### config.mk
export PLATFORM = sky130hd
export DESIGN_NAME = dft_stage_r2
export DESIGN_NICKNAME = d
export VERILOG_FILES = /design/src/rtl/dft_pkg.sv /design/src/rtl/dft_but.sv /design/src/rtl/dft_stage_r2.sv
export SDC_FILE = /design/constraint.sdc
export NUM_CORES = 1
export LEC_CHECK = 0
export CORE_MARGIN = 5
export CORE_UTILIZATION = 46
export DETAILED_ROUTE_END_ITERATION = 8
export DONT_BUFFER_PORTS = 1
export SYNTH_ARGS = -nofsm -noshare
export SYNTH_HDL_FRONTEND = slang
export SYNTH_SLANG_ARGS = --single-unit
export TNS_END_PERCENT = 30
### constraint.sdc
create_clock -name clk -period 8.8 [get_ports clk]
set_input_delay 0.88 -clock clk [delete_from_list [all_inputs] [get_ports clk]]
set_output_delay 0.88 -clock clk [all_outputs]
set_load 0.1 [all_outputs]
### src/rtl/dft_pkg.sv
// Shared definitions for the radix-2 DFT stages: state encoding and counter-width helpers.
package dft_pkg;

    typedef enum logic [1:0] {
        FILL  = 2'd0,
        CALC  = 2'd1,
        DRAIN = 2'd2
    } dft_state_t;

    localparam int DFT_N_DEFAULT  = 32;
    localparam int DFT_IW_DEFAULT = 8;

    // Width of a counter that walks over half a frame.
    function automatic int dft_cnt_w(input int n);
        return (n / 2 > 1) ? $clog2(n / 2) : 1;
    endfunction

endpackage

### src/rtl/dft_but.sv
// Combinational radix-2 butterfly: sum and difference of two OW-bit signed operands.
module dft_but #(
    parameter int OW = 9
) (
    input  logic signed [OW-1:0] a,
    input  logic signed [OW-1:0] b,
    output logic signed [OW-1:0] sum,
    output logic signed [OW-1:0] diff
);

    assign sum  = a + b;
    assign diff = a - b;

endmodule

### src/rtl/dft_stage_r2.sv
// Radix-2 DFT first stage: fa_k = x[k]+x[k+N/2], fb_k = x[k]-x[k+N/2], streamed out fa then fb.
// Optional frame-start checking is enabled by defining DFT_STAGE_SOF_CHK_EN.
module dft_stage_r2
    import dft_pkg::*;
#(
    parameter  int N  = DFT_N_DEFAULT,
    parameter  int IW = DFT_IW_DEFAULT,
    localparam int OW = IW + 1,
    localparam int CW = dft_cnt_w(N)
) (
    input  logic                 clk,
    input  logic                 rst_n,
    input  logic                 in_valid,
    output logic                 in_ready,
    input  logic [IW-1:0]        in_data,
    input  logic                 in_sof,
    output logic                 out_valid,
    input  logic                 out_ready,
    output logic signed [OW-1:0] out_data,
    output logic                 out_sel,
    output logic [CW-1:0]        out_idx,
    output logic                 frame_err
);

    localparam int            HALF = N / 2;
    localparam logic [CW-1:0] LAST = CW'(HALF - 1);

    dft_state_t state, state_nxt;
    logic [CW-1:0] cnt, cnt_nxt, wr_addr;
    logic signed [OW-1:0] sbuf [HALF];
    logic signed [OW-1:0] x_ext, bcur, bsum, bdiff;
    logic advance, accept, wr_fill, wr_diff, load_fa, load_fb, flush, err_set;

    assign x_ext   = {in_data[IW-1], in_data};
    assign bcur    = sbuf[cnt];
    assign advance = !out_valid || out_ready;
    assign accept  = in_valid && in_ready;

    dft_but #(.OW(OW)) u_but (
        .a    (bcur),
        .b    (x_ext),
        .sum  (bsum),
        .diff (bdiff)
    );

    always_comb begin
        case (state)
            FILL:    in_ready = 1'b1;
            CALC:    in_ready = advance;
            default: in_ready = 1'b0;
        endcase
    end

    always_comb begin
        state_nxt = state;
        cnt_nxt   = cnt;
        wr_addr   = cnt;
        wr_fill   = 1'b0;
        wr_diff   = 1'b0;
        load_fa   = 1'b0;
        load_fb   = 1'b0;
        flush     = 1'b0;
        err_set   = 1'b0;
        case (state)
            FILL: if (accept) begin
                wr_fill = 1'b1;
                if (cnt == LAST) begin
                    state_nxt = CALC;
                    cnt_nxt   = '0;
                end else begin
                    cnt_nxt = cnt + CW'(1);
                end
            end
            CALC: if (accept) begin
                load_fa = 1'b1;
                wr_diff = 1'b1;
                if (cnt == LAST) begin
                    state_nxt = DRAIN;
                    cnt_nxt   = '0;
                end else begin
                    cnt_nxt = cnt + CW'(1);
                end
            end
            DRAIN: if (advance) begin
                load_fb = 1'b1;
                if (cnt == LAST) begin
                    state_nxt = FILL;
                    cnt_nxt   = '0;
                end else begin
                    cnt_nxt = cnt + CW'(1);
                end
            end
            default: begin
                state_nxt = FILL;
                cnt_nxt   = '0;
            end
        endcase
`ifdef DFT_STAGE_SOF_CHK_EN
        // A stray frame start restarts the frame at this sample; a missing one drops the sample.
        if (accept && in_sof && !(state == FILL && cnt == '0)) begin
            state_nxt = FILL;
            cnt_nxt   = CW'(1);
            wr_addr   = '0;
            wr_fill   = 1'b1;
            wr_diff   = 1'b0;
            load_fa   = 1'b0;
            flush     = 1'b1;
            err_set   = 1'b1;
        end else if (accept && !in_sof && state == FILL && cnt == '0) begin
            cnt_nxt = '0;
            wr_fill = 1'b0;
            err_set = 1'b1;
        end
`endif
    end

    always_ff @(posedge clk or negedge rst_n) begin
        if (!rst_n) begin
            state <= FILL;
            cnt   <= '0;
        end else begin
            state <= state_nxt;
            cnt   <= cnt_nxt;
        end
    end

    // The half-frame buffer holds x[k] during FILL and x[k]-x[k+N/2] once CALC has passed it.
    always_ff @(posedge clk) begin
        if (wr_fill) begin
            sbuf[wr_addr] <= x_ext;
        end else if (wr_diff) begin
            sbuf[cnt] <= bdiff;
        end
    end

    always_ff @(posedge clk or negedge rst_n) begin
        if (!rst_n) begin
            out_valid <= 1'b0;
            out_data  <= '0;
            out_sel   <= 1'b0;
            out_idx   <= '0;
        end else if (load_fa) begin
            out_valid <= 1'b1;
            out_data  <= bsum;
            out_sel   <= 1'b0;
            out_idx   <= cnt;
        end else if (load_fb) begin
            out_valid <= 1'b1;
            out_data  <= bcur;
            out_sel   <= 1'b1;
            out_idx   <= cnt;
        end else if (flush || advance) begin
            out_valid <= 1'b0;
        end
    end

`ifdef DFT_STAGE_SOF_CHK_EN
    always_ff @(posedge clk or negedge rst_n) begin
        if (!rst_n) begin
            frame_err <= 1'b0;
        end else if (err_set) begin
            frame_err <= 1'b1;
        end
    end
`else
    logic unused_sof;
    assign unused_sof = in_sof ^ err_set;
    assign frame_err  = 1'b0;
`endif

endmodule

==> results of run 1 <==
-- cell families after synthesis --
family                     Yosys count  synth area share [%]
and+or+nand+nor                     93                 6.019
buffers and inverters               43                 2.711
DFF                                165                 66.09
other                                1               0.05110
muxes                               46                 13.86
xor gates and xnor gates            10                 1.194
adders and majority gates           24                 4.297
AOI/OAI and AO/OA                   62                 5.780
-- where the power goes --
part	leakage [nW]	switching (W)	total (W)	internal, W
clock network	0.252	0.000290	0.000676	0.000386
registers	1.56	0.000284	0.00133	0.00104
logic	0.998	0.000685	0.00119	0.000502
total	2.81	0.00126	0.00319	0.00193
-- cell usage in the layout (no fill, tap or decap), types with 3 or more instances in the layout --
| master | count |
|---|---|
| nand2_1 | 22 |
| ha_1 | 22 |
| buf_4 | 15 |
| inv_1 | 21 |
| a21o_1 | 4 |
| nand2b_1 | 8 |
| o21a_1 | 4 |
| clkinvlp_4 | 3 |
| a21oi_1 | 10 |
| a22oi_1 | 3 |
| xnor2_1 | 8 |
| a221o_1 | 6 |
| clkinv_1 | 3 |
| nor2_1 | 28 |
| nor2b_1 | 6 |
| clkbuf_16 | 17 |
| inv_6 | 3 |
| o21ai_1 | 3 |
| edfxtp_1 | 144 |
| o21ai_0 | 14 |
| nor3_1 | 13 |
| nand3_1 | 6 |
| mux4_2 | 43 |
| dfrtp_1 | 20 |
-- path summary, 6_finish.rpt --
path                                         start  cells after the start                endpoint
worst max-delay path            cnt[0]$_DFFE_PN0P_                     10    sbuf[7][8]$_DFFE_PP_
max in group asynchronous                    rst_n                      0      cnt[0]$_DFFE_PN0P_
worst min-delay path                         rst_n                      0      cnt[1]$_DFFE_PN0P_
worst max register to register  cnt[0]$_DFFE_PN0P_                     10    sbuf[7][8]$_DFFE_PP_
min in group clk                cnt[3]$_DFFE_PN0P_                      1  out_idx[3]$_DFFE_PN0P_
worst min register to register  cnt[3]$_DFFE_PN0P_                      1  out_idx[3]$_DFFE_PN0P_
-- worst register-to-register path: cells and delay by family, from the launching register on --
kind                     cells  cell delay (ns)
AO/OA/AOI/OAI                2             0.55
XOR/XNOR                     1             0.89
buffers and inverters        1             0.59
multiplexers                 2             1.19
AND/OR/NAND/NOR              3             0.39
flip-flops                   1             0.34
adder cells (fa/ha/maj)      1             0.47
-- cell type report --
class / count / area, sq um
fillers: 1301 / 7626
well taps: 216 / 270.3
flip-flops and latches: 165 / 4851
clock buffers: 18 / 429.2
multi-input cells: 236 / 2293
clock inverters: 13 / 108.9
inverters: 21 / 78.83
repair buffers: 15 / 112.6
-- cells in the mapped netlist, types with 4 or more instances --
library cell,number,area share (%)
edfxtp_1,144,59
mux4_2,43,13
nor2_1,28,1.4
ha_1,22,3.8
nand2_1,22,1.1
dfrtp_1,21,7.2
inv_1,21,1.1
o21ai_0,14,0.95
clkbuf_1,13,0.67
nor3_1,13,0.89
a21oi_1,11,0.75
nand2b_1,8,0.68
xnor2_1,8,0.95
a221o_1,6,0.82
nand3_1,6,0.41
nor2b_1,6,0.51
a21o_1,4,0.41
o21a_1,4,0.41
-- registers in the layout, indices dropped and copies added (netlist names) --
register / count
state: 2
cnt: 4
sbuf: 144
out_sel: 1
out_data: 9
out_valid: 1
out_idx: 4
-- metal layers --
layer  global-route usage (%)  share of wire (%)  up-vias
met3                    3.960                5.1       17
met2                    25.54                 49       90
met5                        0                  0        -
li1                         -                  -     1756
met4                    5.599                1.5        0
met1                    22.56                 45     1992
-- through the flow --
step | util (%) | cell area (sq um)
after detailed placement | 48.23 | 7606
after floorplan | - | 7338
final | 51.64 | 8144
after CTS | 51.64 | 8144
after global routing | 51.64 | 8144
after global placement | 48.23 | 7606
==> impl_metrics.tcl, run 1 <==
set metrics [dict create \
    outcome "finished clean" \
    crit_chain "buf_4, mux4_2, mux4_2, ha_1, nand2_1, a211oi_1, nor3_1, o21ai_0, nand3b_1, xnor2_1" \
    max_stage_delay_ns 0.89 \
    clk_path_buf_depth 2 \
    die_w_microns 136.3 \
    worst_slew_pin_slew_ns 1.189 \
    cts_tree "built" \
    min_period_ns 4.781 \
    drt_first_pass_iters 4 \
    slew_violations 0 \
    ys_seq_elements 165 \
    clk_latency_ns 0.42 \
    p_total_w 0.003191 \
    io_pins 30 \
    grt_pass1_wl_mm 22.45 \
    syn_inst 444 \
    holdWs_ns 0.1488 \
    globalplace.congestion 0.8192 \
    powerDensity_nw_per_um2 391.8 \
    p_leak_nw 2.814 \
    worst_ep_required_time_ns 8.86 \
    post_cts_resized 0 \
    initial_core_util_pct 46.53 \
    synthesis.area_sq_um 7338 \
    cts_made_buffers 17 \
    viasPerCell 5.636 \
    layout.cells.non_filler 684 \
    diodes 0 \
    syn_nets 481 \
    num_rows 46 \
    critPathBufInv 1 \
    grt_antenna_before_repair 0 \
    dp_slack_ns 3.954 \
    ys_types 50 \
    endpoint_kind "flop" \
    crit_top_cell "mux4_2" \
    post-cts-setup-buffers 0 \
    setup_ws_ns 4.019 \
    finalHoldViolations 0 \
    cp_slowest_cell "xnor2_1" \
    synth_area_per_cell_sq_um 16.53 \
    tns_ns 0 \
    route.vias.total 3855 \
    crit_arrival_ns 4.84 \
    drive_gt1_share_pct 18.59 \
    antenna_left 0 \
    critical_path.top_delay_family "multiplexers" \
    finalCritPeriodShare_pct 54.33 \
    io_buffers 0 \
    synth_warnings 0 \
    grt-ovfl-total 0 \
    min_path_type "in2async" \
    core_area_sq_um 15770 \
    ys_async_sr_fraction_pct 12.73 \
    grt_start_max_net_pins 43 \
    worst_setup_path_start_kind "flop" \
    route.detailed.drc 0 \
    clkTransAtPathRegs_ns 0.06 \
    dp_hpwl_mm 9.389 \
    wl_mm 13.85 \
    ir_worst_vdd_v 0.0001877 \
    seq_area_frac_synth_pct 66.09 \
    relSlewSlack_pct 20.81 \
    finClkSkew_ns 0.01021 \
    grt_use_total_pct 16.32 \
    first_global_vias 3933 \
    die_h_microns 136.3 \
    synth_ff_type "edfxtp_1" \
    placed_cells 653 \
    rsz0062_at_grt "no" \
    ctsHoldBuffers 0 \
    final_nets 493 \
    ff2ff_setup_slack_ns 4.02 \
    maxCapViolCount 0 \
    syn2layout_area_growth_pct 10.98 \
    synth_edf_count 144 \
    setup_viol 0 \
    cts.sinks 165 \
    dieArea_sq_um 18580 \
    h-tree-depth 4 \
    maxClockFrequency_mhz 209.2 \
    setup.worst_path.class "reg2reg" \
    drtIter0Drc 243 \
    cts_root_buf "clkbuf_16" \
    crit_path_max_fanout 42 \
    wl_per_cell_microns 20.25 \
]
Power figures use the tool's default switching activity.
==> inputs of run 2 (changes only) <==
clock period = 4.5 ns   (was 8.8 ns; I/O delays follow)
==> impl_metrics.tcl, run 2 (synthesis results as in run 1) <==
set metrics [dict create \
    die_h_microns 136.3 \
    dp_slack_ns -0.004644 \
    finClkSkew_ns 0.01051 \
    dp_hpwl_mm 9.983 \
    worst_ep_required_time_ns 4.64 \
    io_pins 30 \
    crit_path_max_fanout 16 \
    mostFrequentLayoutCell "edfxtp_1" \
    route.vias.total 3843 \
    powerDensity_nw_per_um2 777.0 \
    cts_tree "built" \
    die_w_microns 136.3 \
    post-cts-setup-buffers 0 \
    io_buffers 0 \
    slew_violations 0 \
    ff2ff_setup_slack_ns 0.33 \
    crit_arrival_ns 4.31 \
    crit_chain "buf_12, mux4_2, mux4_2, buf_4, ha_1, nor2b_1, o21ai_0, a21o_1, a21oi_1, or4_1, nand3_1" \
    worst_setup_path_start_kind "flop" \
    critical_path.top_delay_family "simple AND/OR/NAND/NOR gates" \
    setup_ws_ns 0.3276 \
    rsz0062_at_grt "no" \
    antenna_left 0 \
    grt-ovfl-total 0 \
    finalCritPeriodShare_pct 92.72 \
    relSlewSlack_pct 21.45 \
    globalplace.congestion 0.8144 \
    first_global_vias 3992 \
    cts_made_buffers 17 \
    holdWs_ns 0.1517 \
    max_stage_delay_ns 0.60 \
    p_leak_nw 2.927 \
    viasPerCell 5.482 \
    drive_gt1_share_pct 21.65 \
    cts.sinks 165 \
    clk_latency_ns 0.41 \
    outcome "finished clean" \
    initial_core_util_pct 46.53 \
    reg_top3 "sbuf (144), out_data (9)" \
    setup_viol 0 \
    cts_root_buf "clkbuf_16" \
    syn2layout_area_growth_pct 13.62 \
    min_path_type "in2reg" \
    drtIter0Drc 333 \
    placed_cells 670 \
    h-tree-depth 4 \
    final_cell_mix "edfxtp_1, mux4_2, nor2_1, buf_4" \
    endpoint_kind "flop" \
    maxCapViolCount 0 \
    critPathBufInv 2 \
    min_period_ns 4.172 \
    wl_mm 13.96 \
    setup.worst_path.class "reg2reg" \
    core_area_sq_um 15770 \
    wl_per_cell_microns 19.91 \
    finalHoldViolations 0 \
    drt_first_pass_iters 4 \
    layout.cells.non_filler 701 \
    cp_slowest_cell "dfrtp_2" \
    worst_slew_pin_slew_ns 1.179 \
    num_rows 46 \
    crit_top_cell "mux4_2" \
    route.detailed.drc 0 \
    grt_start_max_net_pins 42 \
    diodes 0 \
    final_nets 511 \
    tns_ns 0 \
    grt_pass1_wl_mm 22.60 \
    clk_path_buf_depth 2 \
    grt_use_total_pct 16.52 \
    dieArea_sq_um 18580 \
    grt_antenna_before_repair 0 \
    largest_register_ffs 144 \
    maxClockFrequency_mhz 239.7 \
    ir_worst_vdd_v 0.0003337 \
    clkTransAtPathRegs_ns 0.06 \
    max_flop_register "sbuf" \
]
==> run 2: changes by cell type in the layout (fill, tap and decap cells not counted), sizes merged <==
cell	previous run	this run
inv	24	23
buf	15	32
clkinv	5	6
dlygate4sd3	0	1
clkinvlp	4	3
==> run 2: stage by stage <==
stage | utilization [%] | power [W] | cell area [sq um]
floorplan | - | 0.004415 | 7338
global placement | 49.36 | 0.005140 | 7784
detailed placement | 49.36 | 0.005216 | 7784
CTS | 52.82 | 0.006549 | 8330
global route | 52.87 | 0.006891 | 8338
finish | 52.87 | 0.006479 | 8338
==> run 2: path summary, 6_finish.rpt <==
kind	start	end	depth (start not counted)
max	cnt[0]$_DFFE_PN0P_	sbuf[11][7]$_DFFE_PP_	11
min	in_valid	state[0]$_DFFE_PN0P_	1
max reg2reg	cnt[0]$_DFFE_PN0P_	sbuf[11][7]$_DFFE_PP_	11
min reg2reg	state[1]$_DFFE_PN0P_	state[0]$_DFFE_PN0P_	1
max in group asynchronous	rst_n	cnt[0]$_DFFE_PN0P_	1
min in group asynchronous	rst_n	out_idx[0]$_DFFE_PN0P_	1
==> run 2: layout make-up <==
class | instances | area (sq um)
inverter | 21 | 78.83
sequential | 165 | 4851
timing repair buffer | 33 | 300.3
fill | 1289 | 7432
clock buffer | 18 | 429.2
tap | 216 | 270.3
multi-input combinational | 236 | 2301
clock inverter | 12 | 107.6
==> run 2: where the power goes <==
group	switching (W)	internal (W)	leakage, nW
combinational	0.00133	0.00118	1.11
clock	0.000561	0.000755	0.255
sequential	0.000613	0.00204	1.56
==> run 2: worst register-to-register path: cells and delay by family, from the launching register on <==
| family | cells | cell delay [ns] |
|---|---|---|
| fa+ha+maj | 1 | 0.26 |
| compound gates | 3 | 0.57 |
| simple gates | 3 | 1.05 |
| buf+inv | 2 | 0.37 |
| mux | 2 | 1.04 |
| flops | 1 | 0.60 |
==> run 2: what timing repair did <==
item                                    in CTS  in global routing
endpoints found under the hold margin       21                  0
gates resized for setup                      0                  1
hold buffers                                 1                  0
endpoints found under the setup margin       0                 16
==> run 2: layer usage <==
layer / routed length [microns] / global-route usage, % / up-vias / share of wire (%)
met1: 6287 / 22.63 / 1972 / 45
met4: 101 / 4.479 / 0 / 0.72
met2: 6925 / 26.36 / 68 / 50
met3: 640 / 4.367 / 8 / 4.6
li1: - / - / 1795 / -
met5: 0 / 0 / - / 0
